--- src/rtl/fetch_pkg.sv ---
// Shared types and defaults for the instruction fetch unit.
package fetch_pkg;

    localparam int unsigned ADDR_W_DEF = 64;
    localparam int unsigned INST_W_DEF = 32;

    typedef enum logic [1:0] {
        IDLE,
        WAIT,
        DRAIN,
        FAULT
    } fetch_state_t;

    typedef struct packed {
        logic [ADDR_W_DEF-1:0] pc;
        logic [INST_W_DEF-1:0] inst;
        logic                  fault;
    } fetch_entry_t;

endpackage

--- src/rtl/inst_fetch_if.sv ---
// Instruction memory request/response channel between fetch (master) and memory (slave).
interface inst_fetch_if
    import fetch_pkg::*;
#(
    parameter int unsigned ADDR_W = ADDR_W_DEF,
    parameter int unsigned INST_W = INST_W_DEF
);
    logic              mem_req_valid;
    logic [ADDR_W-1:0] mem_req_addr;
    logic              mem_req_ready;
    logic              mem_rsp_valid;
    logic [INST_W-1:0] mem_rsp_data;

    modport master (
        output mem_req_valid,
        output mem_req_addr,
        input  mem_req_ready,
        input  mem_rsp_valid,
        input  mem_rsp_data
    );

    modport slave (
        input  mem_req_valid,
        input  mem_req_addr,
        output mem_req_ready,
        output mem_rsp_valid,
        output mem_rsp_data
    );
endinterface

--- src/rtl/fetch_fifo.sv ---
// Synchronous DEPTH-entry FIFO of fetched entries; clear empties it and overrides push/pop.
module fetch_fifo
    import fetch_pkg::*;
#(
    parameter type         T     = fetch_entry_t,
    parameter int unsigned DEPTH = 2
) (
    input  logic                 clk,
    input  logic                 reset,
    input  logic                 clear,
    input  logic                 push,
    input  T                     push_data,
    input  logic                 pop,
    output T                     head,
    output logic                 valid,
    output logic [$clog2(DEPTH):0] count
);
    localparam int unsigned PW = $clog2(DEPTH);
    localparam int unsigned CW = PW + 1;

    T               mem_q [DEPTH];
    logic [PW-1:0]  wr_ptr;
    logic [PW-1:0]  rd_ptr;
    logic           do_pop;

    assign valid  = (count != '0);
    assign do_pop = pop & valid;
    // Gate the head so an empty FIFO presents all-zero outputs.
    assign head   = valid ? mem_q[rd_ptr] : '0;

    always_ff @(posedge clk) begin
        if (reset || clear) begin
            wr_ptr <= '0;
            rd_ptr <= '0;
            count  <= '0;
        end else begin
            if (push)
                wr_ptr <= wr_ptr + PW'(1);
            if (do_pop)
                rd_ptr <= rd_ptr + PW'(1);
            count <= count + CW'(push) - CW'(do_pop);
        end
    end

    always_ff @(posedge clk) begin
        if (push && !clear)
            mem_q[wr_ptr] <= push_data;
    end

endmodule

--- src/rtl/inst_fetch.sv ---
// Instruction fetch: issues PC to memory, buffers {pc, inst, fault} toward decode, handles flush.
module inst_fetch
    import fetch_pkg::*;
#(
    parameter int unsigned ADDR_W = ADDR_W_DEF,
    parameter int unsigned INST_W = INST_W_DEF,
    parameter int unsigned DEPTH  = 2
) (
    input  logic              clk,
    input  logic              reset,
    input  logic [ADDR_W-1:0] pc_addr,
    output logic              pc_en,
    input  logic              flush,
    inst_fetch_if.master      mem,
    output logic              inst_valid,
    output logic [INST_W-1:0] inst_data,
    output logic [ADDR_W-1:0] inst_pc,
    output logic              inst_fault,
    input  logic              inst_ready
);
    localparam int unsigned CW = $clog2(DEPTH) + 1;

    typedef struct packed {
        logic [ADDR_W-1:0] pc;
        logic [INST_W-1:0] inst;
        logic              fault;
    } entry_t;

    fetch_state_t      state;
    fetch_state_t      state_nxt;
    logic              outst;
    logic              outst_nxt;
    logic [ADDR_W-1:0] pc_lat;
    logic [CW-1:0]     count;
    logic [CW:0]       used;
    logic              credit;
    logic              aligned;
    logic              req_fire;
    logic              push;
    entry_t            push_entry;
    entry_t            head;

    // Credit uses registered occupancy only; a same-cycle pop does not free a slot.
    assign used     = {1'b0, count} + (CW+1)'(outst);
    assign credit   = used < (CW+1)'(DEPTH);
    assign aligned  = (pc_addr[1:0] == 2'b00);
    assign req_fire = mem.mem_req_valid & mem.mem_req_ready;

    assign mem.mem_req_addr = pc_addr;
    assign pc_en            = (req_fire | flush) & ~reset;

    always_ff @(posedge clk) begin
        if (reset) begin
            state <= IDLE;
            outst <= 1'b0;
        end else begin
            state <= state_nxt;
            outst <= outst_nxt;
        end
    end

    always_ff @(posedge clk) begin
        if (req_fire)
            pc_lat <= pc_addr;
    end

    always_comb begin
        state_nxt = state;
        outst_nxt = outst;
        unique case (state)
            IDLE: begin
                if (!flush) begin
                    if (req_fire) begin
                        state_nxt = WAIT;
                        outst_nxt = 1'b1;
                    end else if (push) begin
                        state_nxt = FAULT;
                    end
                end
            end
            WAIT: begin
                if (flush) begin
                    if (mem.mem_rsp_valid) begin
                        state_nxt = IDLE;
                        outst_nxt = 1'b0;
                    end else begin
                        state_nxt = DRAIN;
                    end
                end else if (mem.mem_rsp_valid && !req_fire) begin
                    state_nxt = IDLE;
                    outst_nxt = 1'b0;
                end
            end
            DRAIN: begin
                if (!flush && mem.mem_rsp_valid) begin
                    state_nxt = IDLE;
                    outst_nxt = 1'b0;
                end
            end
            FAULT: begin
                if (flush)
                    state_nxt = IDLE;
            end
            default: state_nxt = IDLE;
        endcase
    end

    always_comb begin
        mem.mem_req_valid = 1'b0;
        push              = 1'b0;
        push_entry        = '0;
        if (!reset && !flush) begin
            unique case (state)
                IDLE: begin
                    mem.mem_req_valid = credit & aligned;
                    if (credit && !aligned) begin
                        push             = 1'b1;
                        push_entry.pc    = pc_addr;
                        push_entry.fault = 1'b1;
                    end
                end
                WAIT: begin
                    if (mem.mem_rsp_valid) begin
                        push              = 1'b1;
                        push_entry.pc     = pc_lat;
                        push_entry.inst   = mem.mem_rsp_data;
                        mem.mem_req_valid = credit & aligned;
                    end
                end
                default: ;
            endcase
        end
    end

    fetch_fifo #(
        .T     (entry_t),
        .DEPTH (DEPTH)
    ) u_fifo (
        .clk       (clk),
        .reset     (reset),
        .clear     (flush),
        .push      (push),
        .push_data (push_entry),
        .pop       (inst_ready),
        .head      (head),
        .valid     (inst_valid),
        .count     (count)
    );

    assign inst_data  = head.inst;
    assign inst_pc    = head.pc;
    assign inst_fault = head.fault;

endmodule

--- src/flat_wrapper.sv ---
// flat-port wrapper written by rule: the top's interface ports become plain ports
module inst_fetch_flat import fetch_pkg::*;
#(
    parameter int unsigned ADDR_W = ADDR_W_DEF,
    parameter int unsigned INST_W = INST_W_DEF,
    parameter int unsigned DEPTH  = 2
)
  (clk, reset, pc_addr, pc_en, flush, inst_valid, inst_data, inst_pc, inst_fault, inst_ready, mem_mem_req_valid, mem_mem_req_addr, mem_mem_req_ready, mem_mem_rsp_valid, mem_mem_rsp_data);
  inst_fetch_if #(.ADDR_W(ADDR_W), .INST_W(INST_W)) mem_i ();
  input  logic clk;
  input  logic reset;
  input  logic [ADDR_W-1:0] pc_addr;
  output logic pc_en;
  input  logic flush;
  output logic inst_valid;
  output logic [INST_W-1:0] inst_data;
  output logic [ADDR_W-1:0] inst_pc;
  output logic inst_fault;
  input  logic inst_ready;
  output wire logic [$bits(mem_i.mem_req_valid)-1:0] mem_mem_req_valid;
  output wire logic [$bits(mem_i.mem_req_addr)-1:0] mem_mem_req_addr;
  input wire logic [$bits(mem_i.mem_req_ready)-1:0] mem_mem_req_ready;
  input wire logic [$bits(mem_i.mem_rsp_valid)-1:0] mem_mem_rsp_valid;
  input wire logic [$bits(mem_i.mem_rsp_data)-1:0] mem_mem_rsp_data;
  assign mem_mem_req_valid = mem_i.mem_req_valid;
  assign mem_mem_req_addr = mem_i.mem_req_addr;
  assign mem_i.mem_req_ready = mem_mem_req_ready;
  assign mem_i.mem_rsp_valid = mem_mem_rsp_valid;
  assign mem_i.mem_rsp_data = mem_mem_rsp_data;
  inst_fetch #(.ADDR_W(ADDR_W), .INST_W(INST_W), .DEPTH(DEPTH)) u_core (.clk(clk), .reset(reset), .pc_addr(pc_addr), .pc_en(pc_en), .flush(flush), .mem(mem_i), .inst_valid(inst_valid), .inst_data(inst_data), .inst_pc(inst_pc), .inst_fault(inst_fault), .inst_ready(inst_ready));
endmodule
--- config.mk ---
export PLATFORM = sky130hd
export DESIGN_NAME = inst_fetch_flat
export DESIGN_NICKNAME = d
export VERILOG_FILES = /design/src/rtl/fetch_pkg.sv /design/src/rtl/inst_fetch_if.sv /design/src/rtl/fetch_fifo.sv /design/src/rtl/inst_fetch.sv /design/src/flat_wrapper.sv
export SDC_FILE = /design/constraint.sdc
export NUM_CORES = 1
export LEC_CHECK = 0
export CORE_MARGIN = 2
export CORE_UTILIZATION = 25
export DETAILED_ROUTE_END_ITERATION = 6
export MAX_ROUTING_LAYER = met4
export PLACE_DENSITY_LB_ADDON = 0.1
export SLEW_MARGIN = 20
export SYNTH_ARGS = -nofsm -noshare
export SYNTH_HDL_FRONTEND = slang
export SYNTH_SLANG_ARGS = --single-unit
--- constraint.sdc ---
create_clock -name clk -period 8.2 [get_ports clk]
set_input_delay 1.64 -clock clk [delete_from_list [all_inputs] [get_ports clk]]
set_output_delay 1.64 -clock clk [all_outputs]
set_load 0.01 [all_outputs]
; ---- Yosys cells after proc, flatten, opt, wreduce, memory -nomap -nowiden
; Memory sizes are Yosys's and may differ from the RTL's. A register that Yosys moved wholly into a read port is not among the register bits.
; Cells that the tools add are included.
[word_totals]
mem_bits_rw = 194
n_memories = 1
register_bits = 71
word_cells = 79
output_inout_bits = 164
input_bits = 102
[memory_table]
columns = name, depth, word_bits, read_ports, rd_clocked_by_memory_dff, write_ports, line_no
row1 = u_core.u_fifo.mem_q, 2, 97, 1, 1, 1, fetch_fifo.sv:21  ; T mem_q [DEPTH];
[op_classes]
reduce_logical = 16
order_cmp = 1
n_bitwise = 6
muxes = 34
eq_ne = 10
addsub = 5
[ops]
columns = cell, count
row1 = 2-to-1 mux 97 bit, 2
row2 = case mux 64 bit (2 select lines), 1
row3 = 2-to-1 mux 96 bit, 1
row4 = 2-to-1 mux 64 bit, 1
row5 = 2-to-1 mux 32 bit, 1
row6 = 2-to-1 mux 1 bit, 16
row7 = 2-to-1 mux 2 bit, 8
row8 = case mux 2 bit (4 select lines), 1
row9 = "!= test 3 x 2 -> 1 bit, second input constant", 2
row10 = AND reduction 6 bit, 1
row11 = logical AND 1 bit, 5
row12 = AND reduction 5 bit, 1
row13 = bitwise AND 1 bit, 4
row14 = "equality test 2 bit, second input constant", 2
row15 = logical NOT 1 bit, 4
row16 = logical NOT 2 bit, 2
row17 = "!= test 2 x 1 -> 1 bit, second input constant", 2
row18 = "!= test 2 bit, second input constant", 2
row19 = case mux 1 bit (2 select lines), 2
row20 = adder 2 x 1 -> 3 bit, 1
row21 = "less-than comparator 3 x 2 -> 1 bit, second input constant", 1
row22 = "!= test 3 bit, second input constant", 1
row23 = case mux 1 bit (3 select lines), 1
row24 = nonzero test 3 bit, 1
row25 = other kinds (8), 9

; ---- Logic depth before layout (Yosys ltp)
; Gate-level depths: netlist (run 1).
[logic_depth]
depth_word = 12
mapped_depth = 13
mapped_depth_nobuf = 11

; ---- By module
; Synthesis (run 1) repeated with hierarchy kept, for this count alone.
[unflattened]
cells_unflattened = 796
hier_area_um2 = 11432.2
[by_module_without_submodules]
columns = mod, instances, seq_area_each_um2, cells_each, area_per_inst_um2
row1 = fetch_fifo, 1, 5925.7, 432, 7571.0
row2 = inst_fetch, 1, 1981.9, 364, 3861.2

; ---- Least setup slack after synthesis (run 1)
; OpenSTA, ideal clock, no wires.
[synth_path]
path_type = input to register
startpoint = input port flush
endpoint = memory u_core.u_fifo.mem_q[0][0] (netlist name), enable pin
slack_ps = 1352
path_buffers = 2
setup_time_ps = 553
cell_stages = 5
t_required_ps = 7647
arrival_ps = 6294
path_cell_list = buf_6 -> nor2_4 -> clkbuf_1 -> nand2_1 -> nor2_1
[synth_via]
elab_chain_cells = 6
[synth_lines]
columns = item, line_no
row1 = from (decl), flat_wrapper.sv:14  ; input logic flush;
row2 = logical NOT 1 bit *, -
row3 = logical AND 1 bit, inst_fetch.sv:112  ; if (!reset && !flush) begin
row4 = 2-to-1 mux 1 bit, inst_fetch.sv:112
row5 = logical AND 1 bit *, fetch_fifo.sv:46  ; if (push && !clear)
row6 = 2-to-1 mux 1 bit *, fetch_fifo.sv:46
row7 = 2-to-1 mux 1 bit (implied by the code) *, fetch_fifo.sv:47  ; mem_q[wr_ptr] <= push_data;
row8 = to (decl), fetch_fifo.sv:21
; Every way passes the cells marked *; elsewhere a longest branch is shown, timed or not.

; ---- Worst setup path after layout (run 1)
[layout_path]
startpoint = input port mem_mem_rsp_valid
endpoint = output port pc_en
[layout_via]
elab_chain_cells = 6
[layout_lines]
columns = item, line_no
row1 = from (decl), flat_wrapper.sv:23  ; input wire logic [$bits(mem_i.mem_rsp_valid)-1:0] mem_mem_rsp_valid;
row2 = 2-to-1 mux 1 bit, inst_fetch.sv:123  ; if (mem.mem_rsp_valid) begin
row3 = case mux 1 bit (2 select lines), inst_fetch.sv:113  ; unique case (state)
row4 = 2-to-1 mux 1 bit, inst_fetch.sv:112
row5 = bitwise AND 1 bit, inst_fetch.sv:47  ; assign req_fire = mem.mem_req_valid & mem.mem_req_ready;
row6 = via u_core.req_fire, inst_fetch.sv:38  ; logic req_fire;
row7 = OR 1 bit, inst_fetch.sv:50  ; assign pc_en = (req_fire | flush) & ~reset;
row8 = bitwise AND 1 bit, inst_fetch.sv:50
row9 = to (decl), flat_wrapper.sv:13  ; output logic pc_en;
; The timed path passes the listed nets, and every way through them passes these cells.

==> results of run 1 <==
==> synthesized netlist by cell type, types with 2 or more instances <==
cell type and instances:
a21oi_1 3, a22oi_1 62, a32oi_1 2, and2_1 4, and3_1 33, buf_2 23
buf_4 69, clkbuf_1 21, dfxtp_1 8, edfxtp_1 258, ha_1 6, inv_1 4
mux2i_1 100, nand2_1 4, nor2_1 175, o21ai_0 2, o21ba_1 2, or2_1 2
xnor2_1 3
==> per-stage QoR <==
stage / power [mW] / instance area (um2) / cells
2_1_floorplan: 2.035 / 11340 / 798
3_3_place_gp: 2.307 / 14130 / 1557
3_5_place_dp: 2.303 / 14130 / 1557
4_1_cts: 3.583 / 15050 / 1612
5_1_grt: 3.693 / 15060 / 1613
6_report: 3.504 / 15060 / 1613
==> routing by layer <==
layer / up-vias / GRT usage, % / share of wire, %
met2: 177 / 21.15 / 49
met5: - / - / 0
met1: 3354 / 16.28 / 45
li1: 3272 / - / -
met4: 0 / 3.630 / 1.7
met3: 42 / 2.082 / 4.3
==> critical path, stage by stage <==
cell             delay [ns]
clkdlybuf4s50_1        0.56
and2_4                 0.61
nor2_1                 0.20
nor2_4                 0.14
o21ba_1                0.13
clkdlybuf4s50_1        0.53
==> layout make-up <==
type                       count  area, um2  share of cell area [%]
multi-input combinational    413       2734                   18.16
timing repair buffer         273       2716                   18.04
tap                          600      750.7                   4.986
clock buffer                  46      882.1                   5.859
sequential                   266       7911                   52.55
clock inverter                 9      40.04                  0.2659
antenna                        1      2.502                 0.01662
inverter                       5      18.77                  0.1247
==> power by group through the flow <==
stage,Clock [mW],Combinational (mW),Sequential [mW]
5_1_grt,1.36,0.693,1.64
6_report,1.25,0.620,1.63
2_1_floorplan,0,0.370,1.67
3_5_place_dp,0,0.640,1.66
4_1_cts,1.31,0.643,1.63
3_3_place_gp,0,0.647,1.66
==> sequential cells by signal (all words and copies together), names as in the netlist, named ones only <==
| name | count |
|---|---|
| u_core.pc_lat | 64 |
| u_core.u_fifo.wr_ptr | 1 |
| u_core.state | 2 |
| u_core.u_fifo.rd_ptr | 1 |
| u_core.outst | 1 |
| u_core.u_fifo.mem_q | 194 |
| u_core.u_fifo.count | 2 |
==> worst max-delay path by stage <==
stage                                     end
floorplan           u_core.u_fifo.mem_q[0][0]
global placement                        pc_en
detailed placement                      pc_en
CTS                                     pc_en
global route                            pc_en
finish                                  pc_en
==> cells by family after synthesis <==
| logic type | count (synthesis) |
|---|---|
| compound gates | 82 |
| flops | 266 |
| buf+inv | 119 |
| mux | 100 |
| fa+ha+maj | 6 |
| xor+xnor | 4 |
| simple gates | 221 |
==> flow_metrics.env, run 1 <==
export IMPL_htreeDepth=1
export IMPL_cts_setup_buffers=0
export IMPL_p_seq_share_pct=46.6
export IMPL_max_freq_mhz=183.9
export IMPL_drv_cap=0
export IMPL_ys_warn_count=0
export IMPL_drcViolationCount=0
export IMPL_avgSynthCellArea_um2=14.21
export IMPL_cts_hold_buffers_added=0
export IMPL_final_common_cell="clkdlybuf4s50_1"
export IMPL_io_pins=266
export IMPL_synth_compound_area_share_pct=5.462
export IMPL_power_leakage_nw=4.895
export IMPL_switching_share_pct=26.28
export IMPL_root_buffer="clkbuf_16"
export IMPL_viasPerCell=4.244
export IMPL_worstRegToRegCells=6
export IMPL_synth_top_area_share_pct=68.33
export IMPL_cts_tree="done"
export IMPL_grt_overflow_total=0
export IMPL_critPathLaunchType="input pin"
export IMPL_post_cts_resize_count=0
export IMPL_routabilityCongestion=0.7067
export IMPL_finClkSkew_ns=0.01051
export IMPL_holdWs_ns=0.5211
export IMPL_syn_area_mm2=0.01134
export IMPL_cts_clk_slew_worst_paths_ns=0.06
export IMPL_p_per_area_mw_per_mm2=232.7
export IMPL_core_area_mm2=0.04509
export IMPL_ys_ff_latch=266
export IMPL_worstSetupStartpoint="mem_mem_rsp_valid"
export IMPL_grt_use_total_pct=12.81
export IMPL_reg2reg_slack_ns=4.37
export IMPL_worstSetupPathType="in2out"
export IMPL_r2r_start="u_core.state[0]"
export IMPL_dpl_worst_slack_ns=2.715
export IMPL_cp_arrival_ns=3.80
export IMPL_ctsLongestPathBuffers=3
export IMPL_postRouteAntennaNets=0
export IMPL_fp_dieH_um=217.0
export IMPL_mostFrequentLayoutCells="clkdlybuf4s50_1 (265), edfxtp_1 (258), nor2_1 (172), mux2i_1 (100), a22oi_1 (62)"
export IMPL_syn_to_final_growth_pct=32.79
export IMPL_synth_adder_area_share_pct=0.6621
export IMPL_nNetsFinal=1098
export IMPL_setup_tns_ns=0
export IMPL_firstDrtPassIters=4
export IMPL_synth_flop_cell="edfxtp_1"
export IMPL_p_clk_share_pct=35.7
export IMPL_pwr_share_comb_pct=17.7
export IMPL_n_fill_cell=4493
export IMPL_hold_class="reg2reg"
export IMPL_finalSetupViolations=0
export IMPL_relSlewSlack_pct=28.87
export IMPL_ys_seq_area_share_pct=69.74
export IMPL_synth_mux_area_share_pct=8.828
export IMPL_grt_max_degree=70
export IMPL_r2r_end="u_core.u_fifo.mem_q[1][67]"
export IMPL_hold_path_endpoint="u_core.outst"
export IMPL_clk_latency_ns=0.56
export IMPL_wire_per_inst_um=18.56
export IMPL_irDropWorstVdd_mv=0.1429
export IMPL_synth_top_cell_by_area="edfxtp_1"
export IMPL_cp_max_fo=49
export IMPL_setup_slack_ns=2.762
export IMPL_grt_pass1_vias=7064
export IMPL_cts_made_buffers=31
export IMPL_tightest_slew_ns=1.067
export IMPL_synth_cell_types=36
export IMPL_fin_crit_ns=5.438
export IMPL_routed_wirelength_um=29940
export IMPL_cts_sinks=266
export IMPL_synthSimpleGateAreaFrac_pct=8.453
export IMPL_postSynthCellCount=798
export IMPL_synth_async_reset_ratio_pct=0
export IMPL_synth_area_leaders="edfxtp_1 (68%), mux2i_1 (8.8%), nor2_1 (5.8%)"
export IMPL_drive_gt1_share_pct=6.126
export IMPL_finalMaxSlewViolations=0
export IMPL_status="complete, no violations"
export IMPL_antenna_found_initial=1
export IMPL_grt_setup_unrepaired="false"
export IMPL_dieWidth_um=217.0
export IMPL_hold_path_startpoint="u_core.outst"
export IMPL_portBuffers=265
export IMPL_fin_crit_sh_pct=66.31
export IMPL_start_util_pct=25.15
export IMPL_dp_hpwl_um=17700
export IMPL_fp_row_count=78
export IMPL_drtIter0Drc=297
export IMPL_switchingPower_mw=0.9208
export IMPL_final_hold_viol_count=0
export IMPL_min_delay_path_depth=2
export IMPL_dieArea_mm2=0.04707
export IMPL_synth_xor_area_share_pct=0.3090
export IMPL_synth_edf_count=258
export IMPL_grt_pass1_wl_um=44560
export IMPL_p_int_mw=2.583
export IMPL_post_route_util_pct=33.39
export IMPL_synth_top_family_by_area="multiplexers"
export IMPL_synth_nets=906
export IMPL_critPathCaptureType="output pin"
export IMPL_vias=6845
export IMPL_required_ns=6.56
Power figures use the tool's default switching activity.
==> inputs of run 2 (changes only) <==
==> constraint.sdc (replaced) <==
create_clock -name clk -period 4.8 [get_ports clk]
set_input_delay 0.96 -clock clk [delete_from_list [all_inputs] [get_ports clk]]
set_output_delay 0.96 -clock clk [all_outputs]
set_load 0.01 [all_outputs]
==> flow_metrics.env, run 2 (synthesis gave the netlist of run 1 again) <==
export IMPL_final_common_cell="clkdlybuf4s50_1"
export IMPL_nNetsFinal=1108
export IMPL_critPathLaunchType="input pin"
export IMPL_cts_clk_slew_worst_paths_ns=0.05
export IMPL_fin_crit_sh_pct=80.42
export IMPL_cp_max_fo=9
export IMPL_cts_made_buffers=34
export IMPL_drv_cap=0
export IMPL_cts_setup_buffers=0
export IMPL_relSlewSlack_pct=30.51
export IMPL_p_int_mw=4.624
export IMPL_ctsLongestPathBuffers=3
export IMPL_finalSetupViolations=0
export IMPL_setup_tns_ns=0
export IMPL_switchingPower_mw=1.634
export IMPL_cts_hold_buffers_added=0
export IMPL_use_met3_pct=2.669
export IMPL_switching_share_pct=26.11
export IMPL_cts_sinks=266
export IMPL_p_clk_share_pct=38.0
export IMPL_r2r_end="u_core.u_fifo.count[1]"
export IMPL_hold_class="reg2reg"
export IMPL_grt_use_total_pct=13.05
export IMPL_finClkSkew_ns=0.008982
export IMPL_num_antenna_cells=0
export IMPL_hold_path_startpoint="u_core.u_fifo.rd_ptr"
export IMPL_p_seq_share_pct=44.5
export IMPL_dieArea_mm2=0.04707
export IMPL_pwr_share_comb_pct=17.5
export IMPL_firstDrtPassIters=6
export IMPL_regMostFlops="u_core.u_fifo.mem_q"
export IMPL_reg2reg_slack_ns=1.97
export IMPL_portBuffers=265
export IMPL_core_area_mm2=0.04509
export IMPL_wire_per_inst_um=18.76
export IMPL_grt_max_degree=65
export IMPL_final_hold_viol_count=0
export IMPL_routabilityCongestion=0.7059
export IMPL_mostFrequentLayoutCells="clkdlybuf4s50_1 (265), edfxtp_1 (258), nor2_1 (172), mux2i_1 (100), a22oi_1 (62)"
export IMPL_post_cts_resize_count=0
export IMPL_worstSetupPathType="in2out"
export IMPL_grt_busiest_layer="met2"
export IMPL_critPathCaptureType="output pin"
export IMPL_cp_arrival_ns=2.90
export IMPL_hold_path_endpoint="u_core.u_fifo.rd_ptr"
export IMPL_max_freq_mhz=259.1
export IMPL_p_per_area_mw_per_mm2=409.6
export IMPL_drcViolationCount=0
export IMPL_start_util_pct=25.15
export IMPL_r2r_start="u_core.state[0]"
export IMPL_irDropWorstVdd_mv=0.2826
export IMPL_vias=6909
export IMPL_syn_to_final_growth_pct=34.73
export IMPL_n_fill_cell=4538
export IMPL_worstRegToRegCells=11
export IMPL_grt_met1_usage_pct=16.33
export IMPL_fin_crit_ns=3.860
export IMPL_dieWidth_um=217.0
export IMPL_viasPerCell=4.262
export IMPL_grt_pass1_vias=7226
export IMPL_largest_register_ffs=194
export IMPL_routed_wirelength_um=30410
export IMPL_total_power_mw=6.258
export IMPL_htreeDepth=2
export IMPL_grt_overflow_total=0
export IMPL_drtIter0Drc=308
export IMPL_min_delay_path_depth=2
export IMPL_postRouteAntennaNets=0
export IMPL_grt_pass1_wl_um=44990
export IMPL_antenna_found_initial=0
export IMPL_drive_gt1_share_pct=6.954
export IMPL_tightest_slew_ns=1.042
export IMPL_power_leakage_nw=4.996
export IMPL_root_buffer="clkbuf_16"
export IMPL_dp_hpwl_um=17850
export IMPL_cts_tree="done"
export IMPL_finalMaxSlewViolations=0
export IMPL_grt_setup_unrepaired="false"
export IMPL_status="complete, no violations"
export IMPL_grtUsageMet2_pct=21.51
export IMPL_clk_latency_ns=0.51
export IMPL_io_pins=266
export IMPL_reg_top3="u_core.u_fifo.mem_q x194, u_core.pc_lat x64"
export IMPL_fp_dieH_um=217.0
export IMPL_fp_row_count=78
export IMPL_required_ns=3.84
==> run 2: cell types whose count changed in the layout (fill, tap and decap cells not counted) <==
| cell | before | now |
|---|---|---|
| diode_2 | 1 | 0 |
| clkinv_1 | 4 | 5 |
| bufinv_16 | 0 | 1 |
| buf_4 | 7 | 10 |
| clkbuf_1 | 10 | 9 |
| buf_6 | 1 | 0 |
| clkbuf_8 | 5 | 0 |
| clkbuf_16 | 31 | 37 |
| buf_12 | 0 | 5 |
==> run 2: worst max path at each step <==
stage                from                         to  slack [ns]  depth (start not counted)
floorplan           flush  u_core.u_fifo.mem_q[0][0]        0.26                          5
global placement    flush                      pc_en        0.95                          6
detailed placement  flush                      pc_en        0.90                          6
CTS                 flush                      pc_en        0.90                          6
global route        flush                      pc_en        0.80                          6
finish              flush                      pc_en        0.94                          6
==> run 2: cell type report <==
class,instances,area [um2],share of cell area [%]
Multi-Input combinational cell,413,2734,17.90
Sequential cell,266,7911,51.79
Clock buffer,46,959.7,6.282
Tap cell,600,750.7,4.914
Clock inverter,11,73.82,0.4833
Inverter,5,18.77,0.1229
Timing Repair Buffer,280,2828,18.51
==> run 2: critical path, stage by stage <==
cell             delay (ns)
clkdlybuf4s50_1        0.64
nor4_4                 0.34
nand3_2                0.17
nor2_4                 0.14
o21ba_1                0.12
clkdlybuf4s50_1        0.52
==> run 2: per-stage QoR <==
stage	instances	instance area (um2)	hold slack, ns	utilization [%]	setup slack (ns)
5_1_grt	1621	15280	0.5768	33.88	0.7970
2_1_floorplan	798	11340	0.4720	-	0.2603
3_5_place_dp	1564	14240	0.5116	31.59	0.8969
4_1_cts	1621	15280	0.5241	33.88	0.9012
3_3_place_gp	1564	14240	0.5005	31.59	0.9486
6_report	1621	15280	0.5223	33.88	0.9401
==> run 2: power groups by stage <==
stage	clock (mW)	sequential (mW)	combinational [mW]
after detailed placement	0	2.83	1.13
after global routing	2.55	2.80	1.22
final	2.38	2.78	1.10
after CTS	2.46	2.79	1.14
after global placement	0	2.83	1.13
after floorplan	0	2.84	0.633
==> run 2: metal layers <==
layer  wire length [um]  share of wire [%]  vias up
met2              15030                 49      157
li1                   -                  -     3303
met1              13440                 44     3407
met4                563                1.9        0
met5                  0                  0        -
met3               1379                4.5       42
==> inputs of run 3 (changes only) <==
==> constraint.sdc (replaced) <==
create_clock -name clk -period 4 [get_ports clk]
set_input_delay 0.8 -clock clk [delete_from_list [all_inputs] [get_ports clk]]
set_output_delay 0.8 -clock clk [all_outputs]
set_load 0.01 [all_outputs]
==> flow_metrics.env, run 3 (synthesis gave the netlist of run 1 again) <==
export IMPL_finalSetupViolations=0
export IMPL_crit_chain="clkdlybuf4s50_1 -> nor4_4 -> nand3_2 -> nor2_4 -> o21ba_1 -> clkdlybuf4s50_1"
export IMPL_dp_hpwl_um=17870
export IMPL_grt_max_degree=97
export IMPL_core_area_mm2=0.04509
export IMPL_max_freq_mhz=290.7
export IMPL_finClkSkew_ns=0.01561
export IMPL_worstSetupPathType="in2out"
export IMPL_grt_pass1_vias=7216
export IMPL_drive_gt1_share_pct=7.143
export IMPL_viasPerCell=4.343
export IMPL_tightest_slew_ns=0.9001
export IMPL_finalMaxSlewViolations=0
export IMPL_grt_pass1_wl_um=45520
export IMPL_critical_path_top_delay_family="buffers and inverters"
export IMPL_ctsLongestPathBuffers=3
export IMPL_r2r_start="u_core.state[1]"
export IMPL_post_cts_resize_count=0
export IMPL_cp_max_fo=6
export IMPL_use_met3_pct=2.991
export IMPL_dieArea_mm2=0.04707
export IMPL_cts_sinks=266
export IMPL_irDropWorstVdd_mv=0.2645
export IMPL_start_util_pct=25.15
export IMPL_cts_setup_buffers=0
export IMPL_root_buffer="clkbuf_16"
export IMPL_cts_clk_slew_worst_paths_ns=0.05
export IMPL_cp_common_cell="clkdlybuf4s50_1"
export IMPL_htreeDepth=2
export IMPL_fin_crit_ns=3.440
export IMPL_postRouteAntennaNets=0
export IMPL_hold_class="reg2reg"
export IMPL_grt_overflow_total=0
export IMPL_grtUsageMet2_pct=21.77
export IMPL_drcViolationCount=0
export IMPL_nNetsFinal=1111
export IMPL_mostFrequentLayoutCells="clkdlybuf4s50_1 (265), edfxtp_1 (258), nor2_1 (172), mux2i_1 (100), a22oi_1 (62)"
export IMPL_grt_busiest_layer="met2"
export IMPL_clk_latency_ns=0.53
export IMPL_final_hold_viol_count=0
export IMPL_syn_to_final_growth_pct=35.44
export IMPL_n_fill_cell=4497
export IMPL_grt_met1_usage_pct=16.06
export IMPL_cpPeakStageDelay_ns=0.54
export IMPL_portBuffers=265
export IMPL_status="complete, no violations"
export IMPL_required_ns=3.20
export IMPL_min_delay_path_depth=2
export IMPL_regMostFlops="u_core.u_fifo.mem_q"
export IMPL_io_pins=266
export IMPL_setup_slack_ns=0.5596
export IMPL_setup_tns_ns=0
export IMPL_cts_hold_buffers_added=0
export IMPL_r2r_end="u_core.pc_lat[7]"
export IMPL_drtIter0Drc=314
export IMPL_routabilityCongestion=0.7188
export IMPL_fin_crit_sh_pct=86.01
export IMPL_worstRegToRegCells=7
export IMPL_critPathLaunchType="input pin"
export IMPL_cts_tree="done"
export IMPL_grt_setup_unrepaired="false"
export IMPL_critPathSlowestCell="clkdlybuf4s50_1"
export IMPL_routed_wirelength_um=30760
export IMPL_dpl_worst_slack_ns=0.4996
export IMPL_cts_made_buffers=34
export IMPL_cp_arrival_ns=2.64
export IMPL_antenna_found_initial=1
export IMPL_largest_register_ffs=194
export IMPL_drv_cap=0
export IMPL_fp_row_count=78
export IMPL_critPathCaptureType="output pin"
export IMPL_hold_path_startpoint="u_core.u_fifo.rd_ptr"
export IMPL_dieWidth_um=217.0
export IMPL_wire_per_inst_um=18.94
export IMPL_power_leakage_nw=5.036
export IMPL_grt_use_total_pct=13.32
export IMPL_hold_path_endpoint="u_core.u_fifo.rd_ptr"
export IMPL_final_common_cell="clkdlybuf4s50_1"
export IMPL_fp_dieH_um=217.0
export IMPL_vias=7053
export IMPL_relSlewSlack_pct=40.00
export IMPL_firstDrtPassIters=5
export IMPL_path_buf_inv=2
export IMPL_reg2reg_slack_ns=1.42
export IMPL_p_per_area_mw_per_mm2=493.2
export IMPL_reg_top3="u_core.u_fifo.mem_q x194, u_core.pc_lat x64"
## run 3: tightest hold or removal path, delay by kind of cell (launching register included)
kind | cells | cell delay (ns)
XOR/XNOR | 1 | 0.09
AND/OR/NAND/NOR | 1 | 0.08
flip-flops | 1 | 0.32
## run 3: how the worst max path moves through the flow
| stage | endpoint | cells after the start | slack (ns) | start |
|---|---|---|---|---|
| 4_1_cts | pc_en | 6 | 0.54 | pc_addr[1] |
| 5_1_grt | pc_en | 6 | 0.43 | pc_addr[1] |
| 2_1_floorplan | u_core.u_fifo.mem_q[1][0] | 4 | 0.01 | pc_addr[1] |
| 3_3_place_gp | u_core.pc_lat[7] | 6 | 0.51 | pc_addr[1] |
| 3_5_place_dp | u_core.pc_lat[7] | 6 | 0.50 | pc_addr[1] |
| 6_report | pc_en | 6 | 0.56 | pc_addr[1] |
## run 3: metal layers
metal  wire length (um)  share of wire [%]  vias to the layer above
met2              14980                 49                      186
met3               1729                5.6                       50
li1                   -                  -                     3296
met4                857                2.8                        0
met1              13190                 43                     3521
met5                  0                  0                        -
## run 3: area by class of cell
cell class,instances,area [um2],area share [%]
diodes,2,5.005,0.03259
clock buffers,42,944.7,6.151
clock inverters,13,105.1,0.6844
inverters,5,18.77,0.1222
multi-input cells,413,2734,17.80
flip-flops and latches,266,7911,51.52
well taps,600,750.7,4.888
repair buffers,283,2888,18.80
## run 3: report_power, final
group          internal, mW  leakage (nW)  switching, mW
registers              3.30          2.44         0.0475
logic                 0.527          2.08          0.796
clock network          1.78         0.514           1.12
## run 3: per-stage QoR
step | cell area (um2) | instances | hold slack [ns] | power [mW] | util [%]
after floorplan | 11350 | 798 | 0.4720 | 4.162 | -
after global placement | 14300 | 1567 | 0.4930 | 4.771 | 31.72
after detailed placement | 14300 | 1567 | 0.5015 | 4.768 | 31.72
after CTS | 15350 | 1622 | 0.5156 | 7.735 | 34.05
after global routing | 15350 | 1623 | 0.5636 | 7.942 | 34.05
final | 15360 | 1624 | 0.5162 | 7.574 | 34.06
